`src/rtl/spi_slave_regs.sv`:
```
// spi_slave_regs: SPI mode-0 target with a small local register file.
// Frames are a command byte (MSB=1 write, 0 read; low bits = register index)
// followed by one data byte. sclk/cs_n/mosi are oversampled in the pclk domain.
// Optional feature: define SPI_SLV_AUTOINC_EN to enable burst transfers with
// an auto-incrementing register index that wraps from DEPTH-1 to 0.
// SYNC_STAGES must be at least 2.
//
// state  | meaning
// S_IDLE | cs_n high, waiting for a frame to start
// S_ADDR | shifting in the command/address byte
// S_DATA | shifting the data byte in (write) or out on miso (read)
// S_DONE | byte complete, ignoring sclk until cs_n rises
module spi_slave_regs #(
    parameter int WIDTH       = 8,
    parameter int DEPTH       = 8,
    parameter int SYNC_STAGES = 2
) (
    input  logic             pclk_i,
    input  logic             prst_i,
    input  logic             sclk_i,
    input  logic             cs_n_i,
    input  logic             mosi_i,
    output logic             miso_o,
    output logic             rx_valid_o,
    output logic [WIDTH-2:0] rx_addr_o,
    output logic [WIDTH-1:0] rx_data_o,
    output logic             frame_err_o,
    output logic             busy_o
);

    localparam int AW = (DEPTH > 1) ? $clog2(DEPTH) : 1;
    localparam int IW = WIDTH - 1;
    localparam int CW = $clog2(WIDTH + 1);

    typedef enum logic [1:0] {S_IDLE, S_ADDR, S_DATA, S_DONE} state_t;

    logic [SYNC_STAGES-1:0] sclk_sync, cs_sync, mosi_sync;
    logic                   sclk_d, cs_d;
    logic                   sclk_s, cs_s, mosi_s;
    logic                   sclk_rise, sclk_fall, cs_rise, cs_fall;

    state_t                 state;
    logic [CW-1:0]          bit_cnt;
    logic [WIDTH-2:0]       shift_in;
    logic [WIDTH-1:0]       shift_out;
    logic                   cmd_wr;
    logic [IW-1:0]          index;
    logic                   miso_q, rx_valid_q, frame_err_q;
    logic [IW-1:0]          rx_addr_q;
    logic [WIDTH-1:0]       rx_data_q;
    logic [WIDTH-1:0]       mem [DEPTH];
`ifdef SPI_SLV_AUTOINC_EN
    logic                   burst;
    logic [IW-1:0]          index_inc;
`endif

    logic [WIDTH-1:0]       next_byte;
    logic                   last_bit;

    function automatic logic idx_ok(input logic [IW-1:0] i);
        return 32'(i) < 32'(DEPTH);
    endfunction

    function automatic logic [WIDTH-1:0] read_mem(input logic [IW-1:0] i);
        return idx_ok(i) ? mem[i[AW-1:0]] : '0;
    endfunction

    // Synchronizers plus one extra flop for edge detection; idle values sclk=0, cs_n=1
    always_ff @(posedge pclk_i or posedge prst_i) begin
        if (prst_i) begin
            sclk_sync <= '0;
            cs_sync   <= '1;
            mosi_sync <= '0;
            sclk_d    <= 1'b0;
            cs_d      <= 1'b1;
        end else begin
            sclk_sync <= {sclk_sync[SYNC_STAGES-2:0], sclk_i};
            cs_sync   <= {cs_sync[SYNC_STAGES-2:0], cs_n_i};
            mosi_sync <= {mosi_sync[SYNC_STAGES-2:0], mosi_i};
            sclk_d    <= sclk_s;
            cs_d      <= cs_s;
        end
    end

    assign sclk_s    = sclk_sync[SYNC_STAGES-1];
    assign cs_s      = cs_sync[SYNC_STAGES-1];
    assign mosi_s    = mosi_sync[SYNC_STAGES-1];
    assign sclk_rise = sclk_s & ~sclk_d;
    assign sclk_fall = ~sclk_s & sclk_d;
    assign cs_rise   = cs_s & ~cs_d;
    assign cs_fall   = ~cs_s & cs_d;

    assign next_byte = {shift_in, mosi_s};
    assign last_bit  = (bit_cnt == CW'(WIDTH - 1));

`ifdef SPI_SLV_AUTOINC_EN
    assign index_inc = (32'(index) == 32'(DEPTH - 1)) ? '0 : index + 1'b1;
`endif

    // Frame FSM, register file and all registered outputs
    always_ff @(posedge pclk_i or posedge prst_i) begin
        if (prst_i) begin
            state       <= S_IDLE;
            bit_cnt     <= '0;
            shift_in    <= '0;
            shift_out   <= '0;
            cmd_wr      <= 1'b0;
            index       <= '0;
            miso_q      <= 1'b0;
            rx_valid_q  <= 1'b0;
            rx_addr_q   <= '0;
            rx_data_q   <= '0;
            frame_err_q <= 1'b0;
`ifdef SPI_SLV_AUTOINC_EN
            burst       <= 1'b0;
`endif
            for (int i = 0; i < DEPTH; i++) mem[i] <= '0;
        end else begin
            rx_valid_q  <= 1'b0;
            frame_err_q <= 1'b0;
            case (state)
                S_IDLE: begin
                    miso_q  <= 1'b0;
                    bit_cnt <= '0;
`ifdef SPI_SLV_AUTOINC_EN
                    burst   <= 1'b0;
`endif
                    if (cs_fall) state <= S_ADDR;
                end
                S_ADDR: begin
                    if (cs_rise) begin
                        frame_err_q <= 1'b1;
                        miso_q      <= 1'b0;
                        state       <= S_IDLE;
                    end else if (sclk_rise) begin
                        shift_in <= next_byte[WIDTH-2:0];
                        if (last_bit) begin
                            cmd_wr    <= next_byte[WIDTH-1];
                            index     <= next_byte[IW-1:0];
                            shift_out <= next_byte[WIDTH-1] ? '0 : read_mem(next_byte[IW-1:0]);
                            bit_cnt   <= '0;
                            state     <= S_DATA;
                        end else begin
                            bit_cnt <= bit_cnt + 1'b1;
                        end
                    end
                end
                S_DATA: begin
                    if (cs_rise) begin
                        // a burst that ends cleanly on a byte boundary is not an error
`ifdef SPI_SLV_AUTOINC_EN
                        frame_err_q <= !(burst && (bit_cnt == '0));
`else
                        frame_err_q <= 1'b1;
`endif
                        miso_q      <= 1'b0;
                        state       <= S_IDLE;
                    end else begin
                        if (sclk_fall) begin
                            miso_q    <= shift_out[WIDTH-1];
                            shift_out <= shift_out << 1;
                        end
                        if (sclk_rise) begin
                            shift_in <= next_byte[WIDTH-2:0];
                            if (last_bit) begin
                                if (cmd_wr && idx_ok(index)) begin
                                    mem[index[AW-1:0]] <= next_byte;
                                    rx_valid_q         <= 1'b1;
                                    rx_addr_q          <= index;
                                    rx_data_q          <= next_byte;
                                end
                                bit_cnt <= '0;
                                state   <= S_DONE;
                            end else begin
                                bit_cnt <= bit_cnt + 1'b1;
                            end
                        end
                    end
                end
                S_DONE: begin
                    if (cs_rise) begin
                        miso_q <= 1'b0;
                        state  <= S_IDLE;
                    end
`ifdef SPI_SLV_AUTOINC_EN
                    else begin
                        index     <= index_inc;
                        shift_out <= cmd_wr ? '0 : read_mem(index_inc);
                        burst     <= 1'b1;
                        bit_cnt   <= '0;
                        state     <= S_DATA;
                    end
`endif
                end
                default: state <= S_IDLE;
            endcase
        end
    end

    assign miso_o      = miso_q;
    assign rx_valid_o  = rx_valid_q;
    assign rx_addr_o   = rx_addr_q;
    assign rx_data_o   = rx_data_q;
    assign frame_err_o = frame_err_q;
    assign busy_o      = (state != S_IDLE);

endmodule

```
`config.mk`:
```
export PLATFORM = sky130hd
export DESIGN_NAME = spi_slave_regs
export DESIGN_NICKNAME = d
export VERILOG_FILES = /design/src/rtl/spi_slave_regs.sv
export SDC_FILE = /design/constraint.sdc
export NUM_CORES = 1
export LEC_CHECK = 0
export ABC_AREA = 1
export CELL_PAD_IN_SITES_DETAIL_PLACEMENT = 0
export CELL_PAD_IN_SITES_GLOBAL_PLACEMENT = 2
export CORE_ASPECT_RATIO = 1.2
export CORE_UTILIZATION = 40
export DETAILED_ROUTE_END_ITERATION = 10
export GPL_TIMING_DRIVEN = 0
export HOLD_SLACK_MARGIN = 0.03
export PLACE_DENSITY_LB_ADDON = 0.1
export SLEW_MARGIN = 20
export SYNTH_ARGS = -nofsm -noshare
export SYNTH_HDL_FRONTEND = slang
export SYNTH_SLANG_ARGS = --single-unit
```
`constraint.sdc`:
```
create_clock -name pclk_i -period 11.1 [get_ports pclk_i]
set_input_delay 2.22 -clock pclk_i [delete_from_list [all_inputs] [get_ports pclk_i]]
set_output_delay 2.22 -clock pclk_i [all_outputs]
set_load 0.02 [all_outputs]
```
==> results of run 1 <==
==> sequential cells by signal, indices dropped and copies added, names as in the netlist <==
name,flops
sclk_d,1
shift_out,8
cmd_wr,1
rx_addr_o,7
shift_in,7
rx_valid_o,1
miso_o,1
cs_d,1
bit_cnt,4
sclk_sync,2
cs_sync,2
mosi_sync,2
state,2
rx_data_o,8
frame_err_o,1
mem,64
index,7
==> worst max-delay path, cell delays in order (launching register included) <==
cell and delay, ps:
dfrtp_1 370, inv_1 100, ha_1 220, inv_1 50, clkdlybuf4s50_1 600
==> power by group through the flow <==
stage,clock network [mW],registers [mW],logic (mW)
finish,0.587,0.485,0.335
global route,0.617,0.489,0.368
CTS,0.598,0.485,0.335
detailed placement,0,0.492,0.334
global placement,0,0.491,0.329
floorplan,0,0.491,0.208
==> through the flow <==
stage	hold WS (ps)	total power, mW	util, %	cells
global placement	336	0.820	44.0	918
detailed placement	337	0.826	44.2	919
finish	348	1.41	48.6	951
floorplan	331	0.699	-	720
CTS	351	1.42	48.6	951
global route	352	1.47	48.6	951
==> layer usage <==
layer	wire length, um	vias to the layer above	global-route usage, %
met5	0	-	0
met4	278	0	7.93
met3	750	21	4.88
met2	8400	98	40.7
met1	7300	2454	30.4
li1	-	2420	-
==> layout make-up <==
| cell class | instances | area share, % |
|---|---|---|
| clock inverters | 15 | 2.92 |
| flip-flops and latches | 119 | 42.9 |
| inverters | 82 | 4.54 |
| clock buffers | 17 | 6.12 |
| plain buffers | 44 | 4.11 |
| multi-input cells | 475 | 32.5 |
| repair buffers | 24 | 3.71 |
| well taps | 175 | 3.15 |
==> cell usage in the layout, fill, tap and decap left out, types with 6 or more instances in the layout <==
| master | instances |
|---|---|
| ha_1 | 6 |
| clkbuf_16 | 17 |
| o21ai_0 | 35 |
| nand2_1 | 253 |
| buf_2 | 20 |
| clkdlybuf4s50_1 | 23 |
| dfrtp_1 | 116 |
| inv_1 | 74 |
| nand4_1 | 66 |
| nand3_1 | 56 |
| nor2_1 | 22 |
| clkbuf_1 | 14 |
| a21oi_1 | 18 |
==> path summary, 6_finish.rpt <==
kind,to,slack [ps],depth (start not counted)
max in group asynchronous,mem[11],8160,3
min reg2reg,mosi_sync[1],350,0
max,busy_o,7130,4
min,mosi_sync[1],350,0
min in group asynchronous,mem[45],2230,2
max reg2reg,mem[42],9040,10
==> cell families (layout without fill, tap and decap cells) <==
kind of cell	count (synthesis)	count (layout)	synth area share [%]
buf+inv	126	182	10.2
compound gates	56	56	4.84
flops	119	119	51.1
simple gates	413	413	32.6
fa+ha+maj	6	6	1.29
==> results.md, run 1 <==
- The cell area after technology mapping is 5840 um2.
- The largest total area in the synthesized netlist belongs to dfrtp_1.
- The dominant synthesized flop cell is dfrtp_1.
- The share of total power dissipated in sequential elements is 34.5%.
- The post-route minimum period is 3970 ps.
- In the global route stage, overall resource usage came out at 23.9%.
- In this run the horizontal extent of the chip is 112 um.
- The synthesized design devotes to its leading area cell type 49.7% of total area.
- The H-tree depth reported by CTS is 4.
- 24 I/O pins were placed.
- The async set-reset flop share out of synthesis is 100%.
- The worst clock skew is 6.87 ps.
- The tightest slew margin relative to the limit is 52.6%.
- The initial utilization of the core area, before any placement, comes to 40.8%.
- In this run, the clock network consumes 41.7% of the power.
- The count of buffers inserted at the top-level ports is 23.
- The storage element area is 2980 um2.
- The first detailed-routing pass ran for 7 iterations.
- The combinational fraction of design power is 23.8%.
- The number of global-route vias before repair is 4876.
- The required arrival time at the worst endpoint is 8880 ps.
- The number of synthesized flops with an enable pin is 0.
- Dividing the detail-routed via count by the number of cells gives 5.25.
- The clock latency on the worst-skew pair is 420 ps.
- The ratio of cells with drive above 1 in the final layout is 11.0%.
- Summed over all failing endpoints, the final setup total negative slack is 0 ps.
- In this run, the number of DRC markers left after iteration 0 of detailed routing was 346.
- Setup repair after global routing left no endpoint under its margin.
- For this run, the number of Yosys warnings is 0.
- The startpoint of the most critical register-to-register path is state[0].
- Prior to clock tree synthesis, the placed netlist has a worst setup slack of 7560 ps.
- Sequential elements use 51.1% of the synthesized area.
- In the final layout, the multi-input gates occupy 2260 um2.
- The mean routed wirelength per cell is 17.6 um.
- The number of max-cap violations is 0.
- For this design the ratio of total power to cell area is 202 nW/um2.
- The final global-route overflow total is 0.
- IR analysis of the VDD net gives a maximum drop of 102 uV.
- The net total in the final layout is 774.
- The core box area is 14300 um2.
- The type of element launching the critical path is a register.
- The number of remaining DRC errors is 0.
- The worst setup path is of the register to output port kind.
- The most frequent cell after synthesis is nand2_1.
- The number of core rows is 48.
- For this design the total switching power over the nets is 473 uW.
- STA classifies the critical path endpoint as an output port.
- The clock-pin transition on the worst setup and hold timing paths is 60 ps.
- Setup violations remaining at the end of the flow were counted as 0.
- The timing-limited maximum frequency is 252 MHz.
- Counting every net in the synthesized netlist gives 731.
- The post-CTS setup buffer count is 0.
- CTS saw 119 sinks.
- The floorplan step defined a die boundary enclosing 15100 um2.
- The area growth from synthesis to layout is 19.0%.
- TritonCTS built the clock tree.
- The via count is 4993.
- The maximum number of buffers from clock root to sink is 2.
- Ranked by instance count, the synthesized netlist is headed by nand2_1 (253), dfrtp_1 (116), inv_1 (75).
- The congestion estimate from routability-driven global placement came to 0.816.
- After detailed placement, the total cell area comes to 6320 um2.
- In this run the clock root is driven by a clkbuf_16.
- Once layout is done, the placed cells without fillers occupy 6950 um2.
- The global-route wire length before repair is 26.7 mm.
- The post-route fraction of the period consumed by the critical path is 35.8%.
- The arrival time at the worst endpoint is 1750 ps.
- The number of hold violations in the final report is 0.
- Net switching is 33.7% of the power.
- In this run, distinct cell masters in the synthesized netlist total 27.
- In this run the most critical hold path is launched from mosi_sync[0].
- The mean cell area of the mapped netlist is 8.11 um2.
- Synthesis produced a netlist whose cell count is 720.
- After synthesis, the cell types taking the most area are dfrtp_1 (50%), nand2_1 (16%), nand4_1 (7.1%), inv_1 (4.8%), nand3_1 (4.8%).
- After synthesis the netlist holds a flip-flop and latch count of 119.
- The smallest setup slack after layout is 7130 ps.
- The type of the tightest min-delay check is register to register.
- The die is 134 um tall.
- The count of inserted antenna diode cells is 0.
- The number of fill cells is 1446.
- The placed wire-length estimate is 11.4 mm.
- After clock tree synthesis, the flow added hold-fix buffers numbering 0.
- At the pin with the least slew margin, the transition time is 711 ps.
- The launch point of the critical path is state[0].
- Wires add up to 16.7 mm.
- The post-cts sizing count is 0.
- Cell internal power was estimated by the tool at 933 uW.
- The maximum fanout along the worst path is 4.
- The number of buffers created by CTS is 17.
- In this run the static leakage power is 3.43 nW.
- The final-report max-slew violation count is 0.
- The number of antenna violations at the first check in global routing came to 0.
- The flow ran to the end, and the final reports show no timing, DRC or antenna violations.
- The pin count of the biggest net entering global routing is 66.
- Once detail routing completed, the nets flagged for antenna violations numbered 0.
No activity file was read; power rests on OpenSTA's default activity.
==> run 2, diff against run 1 <==
- CORE_UTILIZATION: 40 -> 33
- clock period: 11.1 -> 3.5 ns (I/O delays scaled with it)
==> results.md, run 2 (same netlist as run 1, synthesis figures left out) <==
- The post-route fraction of the period consumed by the critical path is 70.0%.
- The number of buffers created by CTS was 17 (unchanged).
- The number of global-route vias before repair is 4969 (was 4876).
- The placed wire-length estimate is 12.3 mm (was 11.4 mm).
- The post-CTS setup buffer count came to 0 (unchanged).
- The register-to-register setup slack is 1380 ps (was 9040 ps).
- The final RePlAce weighted congestion was 0.791 (was 0.816).
- The global router's overall resource usage is 21.1% (was 23.9%).
- The number of standard cells in the final layout excluding fillers came to 995 (was 951).
- The violation count after the first detailed-route iteration is 244 (was 346).
- The sequential share of power was 34.4% (was 34.5%).
- The effective utilization at floorplan is 34.1% (was 40.8%).
- The number of fill cells is 1796 (was 1446).
- The cell total after placement came to 963 (was 919).
- The accumulated negative setup slack is 0 ps (unchanged).
- The number of antenna violations at the first check in global routing is 0 (unchanged).
- The internal power contribution was 2.91 mW (was 933 uW).
- The maximum number of buffers from clock root to sink was 2 (unchanged).
- The horizontal die dimension is 123 um (was 112 um).
- The clock tree root buffer cell is clkbuf_16 (unchanged).
- The combined buffer and inverter count along the critical path is 3 (unchanged).
- The number of clock sinks came to 119 (unchanged).
- The type of the tightest min-delay check is register to register (unchanged).
- The cell family contributing the most delay on the critical path is buffers and inverters (unchanged).
- The number of cells on the worst reg-to-reg path is 10 (unchanged).
- The count of antenna-violating nets left after detailed routing is 0 (unchanged).
- The reg-to-reg endpoint is mem[49] (was mem[42]).
- The power density relative to cell area was 634 nW/um2 (was 202 nW/um2).
- The CTS tree is built (unchanged).
- The total length of routed wires was 17.6 mm (was 16.7 mm).
- The leakage power is 3.46 nW (was 3.43 nW).
- The worst clock skew is 7.16 ps (was 6.87 ps).
- Run status: finished clean (unchanged).
- The mean routed wirelength per cell is 17.7 um (was 17.6 um).
- Cell-by-cell listing of the critical path: inv_1 -> ha_1 -> inv_1 -> clkdlybuf4s50_1 (unchanged).
- Unrepaired setup endpoints after global routing: false (unchanged).
- The type of element launching the critical path is a register (unchanged).
- The count of inserted antenna diode cells is 0 (unchanged).
- The final global-route overflow total came to 0 (unchanged).
- The number of cells on the critical path is 4 (unchanged).
- The largest register by flop count is mem (unchanged).
- The worst slack on hold paths is 356 ps (was 348 ps).
- The core box area is 17100 um2 (was 14300 um2).
- The largest vdd supply drop is 346 uV (was 102 uV).
- The switching power summed over all nets is 1.55 mW (was 473 uW).
- The number of hold violations in the final report is 0 (unchanged).
- The clock-pin transition on the worst setup and hold timing paths came to 60 ps (about the same).
- The count of cells along the worst hold path is 0 (unchanged).
- The maximum fanout along the worst path is 4 (unchanged).
- The switching share of total power was 34.8% (was 33.7%).
- The startpoint of the most critical register-to-register path is state[0] (unchanged).
- The flip-flop count of the largest register after layout was 64 (unchanged).
- The core utilization of the finished layout is 41.1% (was 48.6%).
- The timing-limited maximum frequency is 408 MHz.
- The cell repeated most along the worst path is inv_1 (unchanged).
- The combinational fraction of design power was 24.3% (was 23.8%).
- The post-synthesis to final-layout area growth is 20.6% (was 19.0%).
- The pin count of the biggest net entering global routing is 32 (was 66).
- The critical path's largest stage delay came to 590 ps (was 600 ps).
- The number of buffers inserted by hold repair at cts is 0 (unchanged).
- The clock latency on the worst-skew pair is 420 ps (about the same).
- The hold path startpoint is cs_sync[0] (was mosi_sync[0]).
- The die height is 148 um (was 134 um).
- The arrival time at the worst endpoint is 1750 ps (about the same).
- The count of buffers inserted at the top-level ports is 23 (unchanged).
- The number of remaining DRC errors is 0 (unchanged).
- The ratio of cells with drive above 1 in the final layout is 11.3% (was 11.0%).
- The number of max-cap violations came to 0 (unchanged).
- The number of iterations in the first detailed-routing pass is 5 (was 7).
- The worst hold endpoint is cs_sync[1] (was mosi_sync[1]).
- The post-cts sizing count came to 0 (unchanged).
- The part of the total power dissipated in the clock network was 41.2% (was 41.7%).
- The die area came to 18200 um2 (was 15100 um2).
- The global-route wire length before repair is 28.0 mm (was 26.7 mm).
- The most common library cell in the layout ignoring fill and taps was nand2_1 (unchanged).
- The net total in the final layout is 777 (was 774).
- The final-report max-slew violation count is 0 (unchanged).
- Most frequent cells in the layout: nand2_1 (253), dfrtp_1 (116), inv_1 (74) (unchanged).
- The endpoint kind of the worst setup timing path is an output port (unchanged).
- The routed design could run at a clock period as short as 2450 ps.
- The number of ports placed on the die boundary is 24 (unchanged).
- The number of core rows was 52 (was 48).
- The final-report setup violation count came to 0 (unchanged).
- The H-tree depth reported by CTS is 4 (unchanged).
- The transition time of the tightest slew-check pin is 673 ps (was 711 ps).
- The area of placed instances came to 6420 um2 (was 6320 um2).
- The highest-delay cell along the critical path is clkdlybuf4s50_1 (unchanged).
- The critical path start-end classification is register to output port (unchanged).
- The tightest slew margin relative to the limit came to 55.0% (was 52.6%).
- The required arrival time at the worst endpoint is 2800 ps (was 8880 ps).
- The finished layout cell area is 7040 um2 (was 6950 um2).
- The via count is 4902 (was 4993).
- The detail-routed via count per cell is 4.93 (was 5.25).
## run 2: cell count changes in the layout (fill, tap and decap cells not counted)
cell	before	now
inv_6	3	6
bufinv_16	4	3
buf_16	1	0
clkinvlp_4	5	3
clkinv_2	2	1
inv_8	0	1
buf_12	1	5
## run 2: area by class of cell
| type | instances | area, um2 | area share [%] |
|---|---|---|---|
| clock buffers | 17 | 425 | 6.04 |
| well taps | 216 | 270 | 3.84 |
| inverters | 82 | 314 | 4.46 |
| flip-flops and latches | 119 | 2980 | 42.4 |
| multi-input cells | 475 | 2260 | 32.1 |
| clock inverters | 15 | 191 | 2.72 |
| repair buffers | 27 | 310 | 4.41 |
| plain buffers | 44 | 285 | 4.05 |
## run 2: power groups by stage
stage / sequential [mW] / combinational [mW] / clock (mW)
floorplan: 1.56 / 0.660 / 0
global placement: 1.56 / 1.07 / 0
detailed placement: 1.56 / 1.09 / 0
CTS: 1.54 / 1.09 / 1.87
global route: 1.55 / 1.19 / 1.93
finish: 1.54 / 1.08 / 1.84
## run 2: worst max path at each step
stage                        start            to  slack [ps]
final                     state[0]        busy_o        1050
after global routing      state[0]        busy_o         940
after CTS                 state[0]        busy_o        1020
after detailed placement  state[0]       mem[49]        1380
after global placement      prst_i  rx_addr_o[2]          80
after floorplan             prst_i    bit_cnt[0]        1350
## run 2: routing by layer
| layer | track usage, % | wire [um] | vias to the layer above |
|---|---|---|---|
| li1 | - | - | 2428 |
| met1 | 27.4 | 7960 | 2356 |
| met2 | 35.0 | 8620 | 97 |
| met3 | 3.47 | 712 | 21 |
| met4 | 7.41 | 289 | 0 |
| met5 | 0 | 0 | - |
## run 2: through the flow
step / power (mW) / setup slack [ps]
floorplan: 2.22 / 1350
global placement: 2.63 / 84.8
detailed placement: 2.65 / 1380
CTS: 4.50 / 1020
global route: 4.67 / 944
finish: 4.46 / 1050
==> run 3, diff against run 2 <==
- clock period: 3.5 -> 2.1 ns (I/O delays scaled with it)
==> results.md, run 3 (same netlist as run 1, synthesis figures left out) <==
- The maximum number of buffers from clock root to sink came to 2 (unchanged).
- The final-report max-slew violation count is 0 (unchanged).
- The number of max-cap violations is 0 (unchanged).
- The flip-flop count of the largest register after layout was 64 (unchanged).
- The cell family contributing the most delay on the critical path is buffers and inverters (unchanged).
- The largest register by flop count is mem (unchanged).
- The number of core rows was 52 (unchanged).
- The cell total after placement is 963 (unchanged).
- The number of cells on the critical path came to 7 (was 4).
- The sequential share of power is 34.4% (about the same).
- The core utilization of the finished layout was 41.4% (was 41.1%).
- Unrepaired setup endpoints after global routing: false (unchanged).
- The maximum fanout along the worst path is 10 (was 4).
- The finished layout cell area is 7080 um2 (was 7040 um2).
- The detail-routed via count per cell was 4.97 (was 4.93).
- The final RePlAce weighted congestion is 0.791 (unchanged).
- The global-route wire length before repair came to 28.0 mm (unchanged).
- The worst clock skew is 6.59 ps (was 7.16 ps).
- The combined buffer and inverter count along the critical path is 3 (unchanged).
- The placed wire-length estimate is 12.3 mm (unchanged).
- The number of iterations in the first detailed-routing pass was 4 (was 5).
- The leakage power is 3.47 nW (was 3.46 nW).
- The internal power contribution is 4.85 mW (was 2.91 mW).
- The die height was 148 um (unchanged).
- The area of placed instances is 6420 um2 (unchanged).
- Most frequent cells in the layout: nand2_1 (253), dfrtp_1 (116), inv_1 (74) (unchanged).
- The switching power summed over all nets came to 2.60 mW (was 1.55 mW).
- The endpoint kind of the worst setup timing path was a register (was output port).
- The pin count of the biggest net entering global routing is 32 (unchanged).
- Run status: finished clean (unchanged).
- The power density relative to cell area is 1050 nW/um2 (was 634 nW/um2).
- The cell repeated most along the worst path is nand3_1 (was inv_1).
- The final-report setup violation count is 0 (unchanged).
- The number of buffers inserted by hold repair at cts is 0 (unchanged).
- The H-tree depth reported by CTS is 4 (unchanged).
- The count of buffers inserted at the top-level ports is 23 (unchanged).
- The mean routed wirelength per cell is 17.6 um (was 17.7 um).
- The post-synthesis to final-layout area growth is 21.3% (was 20.6%).
- The ratio of cells with drive above 1 in the final layout was 12.2% (was 11.3%).
- Derived from the worst setup path, the maximum achievable clock frequency is 507 MHz.
- The part of the total power dissipated in the clock network is 41.1% (was 41.2%).
- The transition time of the tightest slew-check pin is 718 ps (was 673 ps).
- The critical path's largest stage delay came to 550 ps (was 590 ps).
- The number of remaining DRC errors came to 0 (unchanged).
- The via count was 4946 (was 4902).
- The most common library cell in the layout ignoring fill and taps is nand2_1 (unchanged).
- The clock-pin transition on the worst setup and hold timing paths is 60 ps (about the same).
- The final global-route overflow total is 0 (unchanged).
- The worst slack on hold paths came to 256 ps (was 356 ps).
- The highest-delay cell along the critical path is clkbuf_1 (was clkdlybuf4s50_1).
- The type of the tightest min-delay check is input port to async pin (was register to register).
- The violation count after the first detailed-route iteration is 253 (was 244).
- The core box area came to 17100 um2 (unchanged).
- The number of buffers created by CTS is 17 (unchanged).
- The count of inserted antenna diode cells came to 0 (unchanged).
- The largest vdd supply drop is 589 uV (was 346 uV).
- The number of global-route vias before repair is 4969 (unchanged).
- The critical path start-end classification is register to register (was register to output port).
- The type of element launching the critical path is a register (unchanged).
- The count of antenna-violating nets left after detailed routing came to 0 (unchanged).
- The number of clock sinks is 119 (unchanged).
- The clock period could shrink to 1970 ps.
- The number of hold violations in the final report is 0 (unchanged).
- The global router's overall resource usage is 21.1% (unchanged).
- The switching share of total power is 34.9% (was 34.8%).
- The number of ports placed on the die boundary was 24 (unchanged).
- The arrival time at the worst endpoint is 2320 ps (was 1750 ps).
- The net total in the final layout is 778 (was 777).
- The number of antenna violations at the first check in global routing is 0 (unchanged).
- The total length of routed wires is 17.6 mm (about the same).
- Cell-by-cell listing of the critical path: buf_2 -> clkinv_1 -> clkbuf_1 -> nand2_1 -> nand3_1 -> nand3_1 -> a21oi_1 (was inv_1 -> ha_1 -> inv_1 -> clkdlybuf4s50_1).
- The CTS tree was built (unchanged).
- The tightest slew margin relative to the limit is 52.0% (was 55.0%).
- The required arrival time at the worst endpoint was 2440 ps (was 2800 ps).
- Of the available clock period, the critical path in the final layout requires 93.9%.
- The effective utilization at floorplan is 34.1% (unchanged).
- The die area is 18200 um2 (unchanged).
- The clock tree root buffer cell is clkbuf_16 (unchanged).
- The combinational fraction of design power came to 24.5% (was 24.3%).
- The number of standard cells in the final layout excluding fillers is 996 (was 995).
- The number of cells on the worst reg-to-reg path came to 7 (was 10).
- The horizontal die dimension came to 123 um (unchanged).
- The clock latency on the worst-skew pair is 420 ps (about the same).
run 3: cell count changes in the layout (fill, tap and decap cells not counted):
cell	change
clkbuf_1	-1
nor2_2	+2
nand3_2	+3
nor2_1	-2
clkdlybuf4s50_1	-1
nand3_1	-3
clkbuf_2	+1
buf_12	+1
dlygate4sd2_1	+1
run 3: final cells by class:
| class | instances | area (um2) |
|---|---|---|
| Timing Repair Buffer | 28 | 329 |
| Sequential cell | 119 | 2980 |
| Multi-Input combinational cell | 475 | 2280 |
| Clock inverter | 15 | 191 |
| Inverter | 82 | 314 |
| Clock buffer | 17 | 425 |
| Buffer | 44 | 287 |
| Fill cell | 1792 | 10000 |
| Tap cell | 216 | 270 |
run 3: power groups by stage:
stage / clock network (mW) / registers [mW] / logic, mW
5_1_grt: 3.22 / 2.58 / 1.99
3_3_place_gp: 0 / 2.60 / 1.78
2_1_floorplan: 0 / 2.60 / 1.10
3_5_place_dp: 0 / 2.60 / 1.81
4_1_cts: 3.12 / 2.56 / 1.81
6_report: 3.06 / 2.56 / 1.82
run 3: per-stage QoR:
step | setup slack [ps] | setup TNS, ps | power [mW]
final | 127 | 0 | 7.44
after detailed placement | -15.5 | -79.3 | 4.41
after CTS | 17.6 | 0 | 7.49
after floorplan | 227 | 0 | 3.69
after global placement | -1040 | -120400 | 4.38
after global routing | 2.59 | 0 | 7.79
run 3: routing by layer:
layer | wire [um] | track usage (%) | share of wire [%] | up-vias
li1 | - | - | - | 2433
met4 | 290 | 7.41 | 1.7 | 0
met2 | 8660 | 35.0 | 49 | 89
met3 | 610 | 3.47 | 3.5 | 23
met1 | 8020 | 27.4 | 46 | 2401
met5 | 0 | 0 | 0 | -
run 3: timing repair:
action                                 in CTS  in global routing
cloned                                      0                  0
resized for setup                           3                  5
setup buffers                               0                  1
setup endpoints to repair                   9                 80
pin swaps                                   0                  1
endpoints found under the hold margin       0                  0
run 3: worst paths after layout:
check                            start           end  slack (ps)
max                        shift_in[0]  shift_out[3]         130
min                             prst_i       mem[43]         260
max reg2reg                shift_in[0]  shift_out[3]         130
min reg2reg                 cs_sync[0]    cs_sync[1]         360
max in group asynchronous       prst_i    cs_sync[1]        1160
min in group pclk_i         cs_sync[0]    cs_sync[1]         360
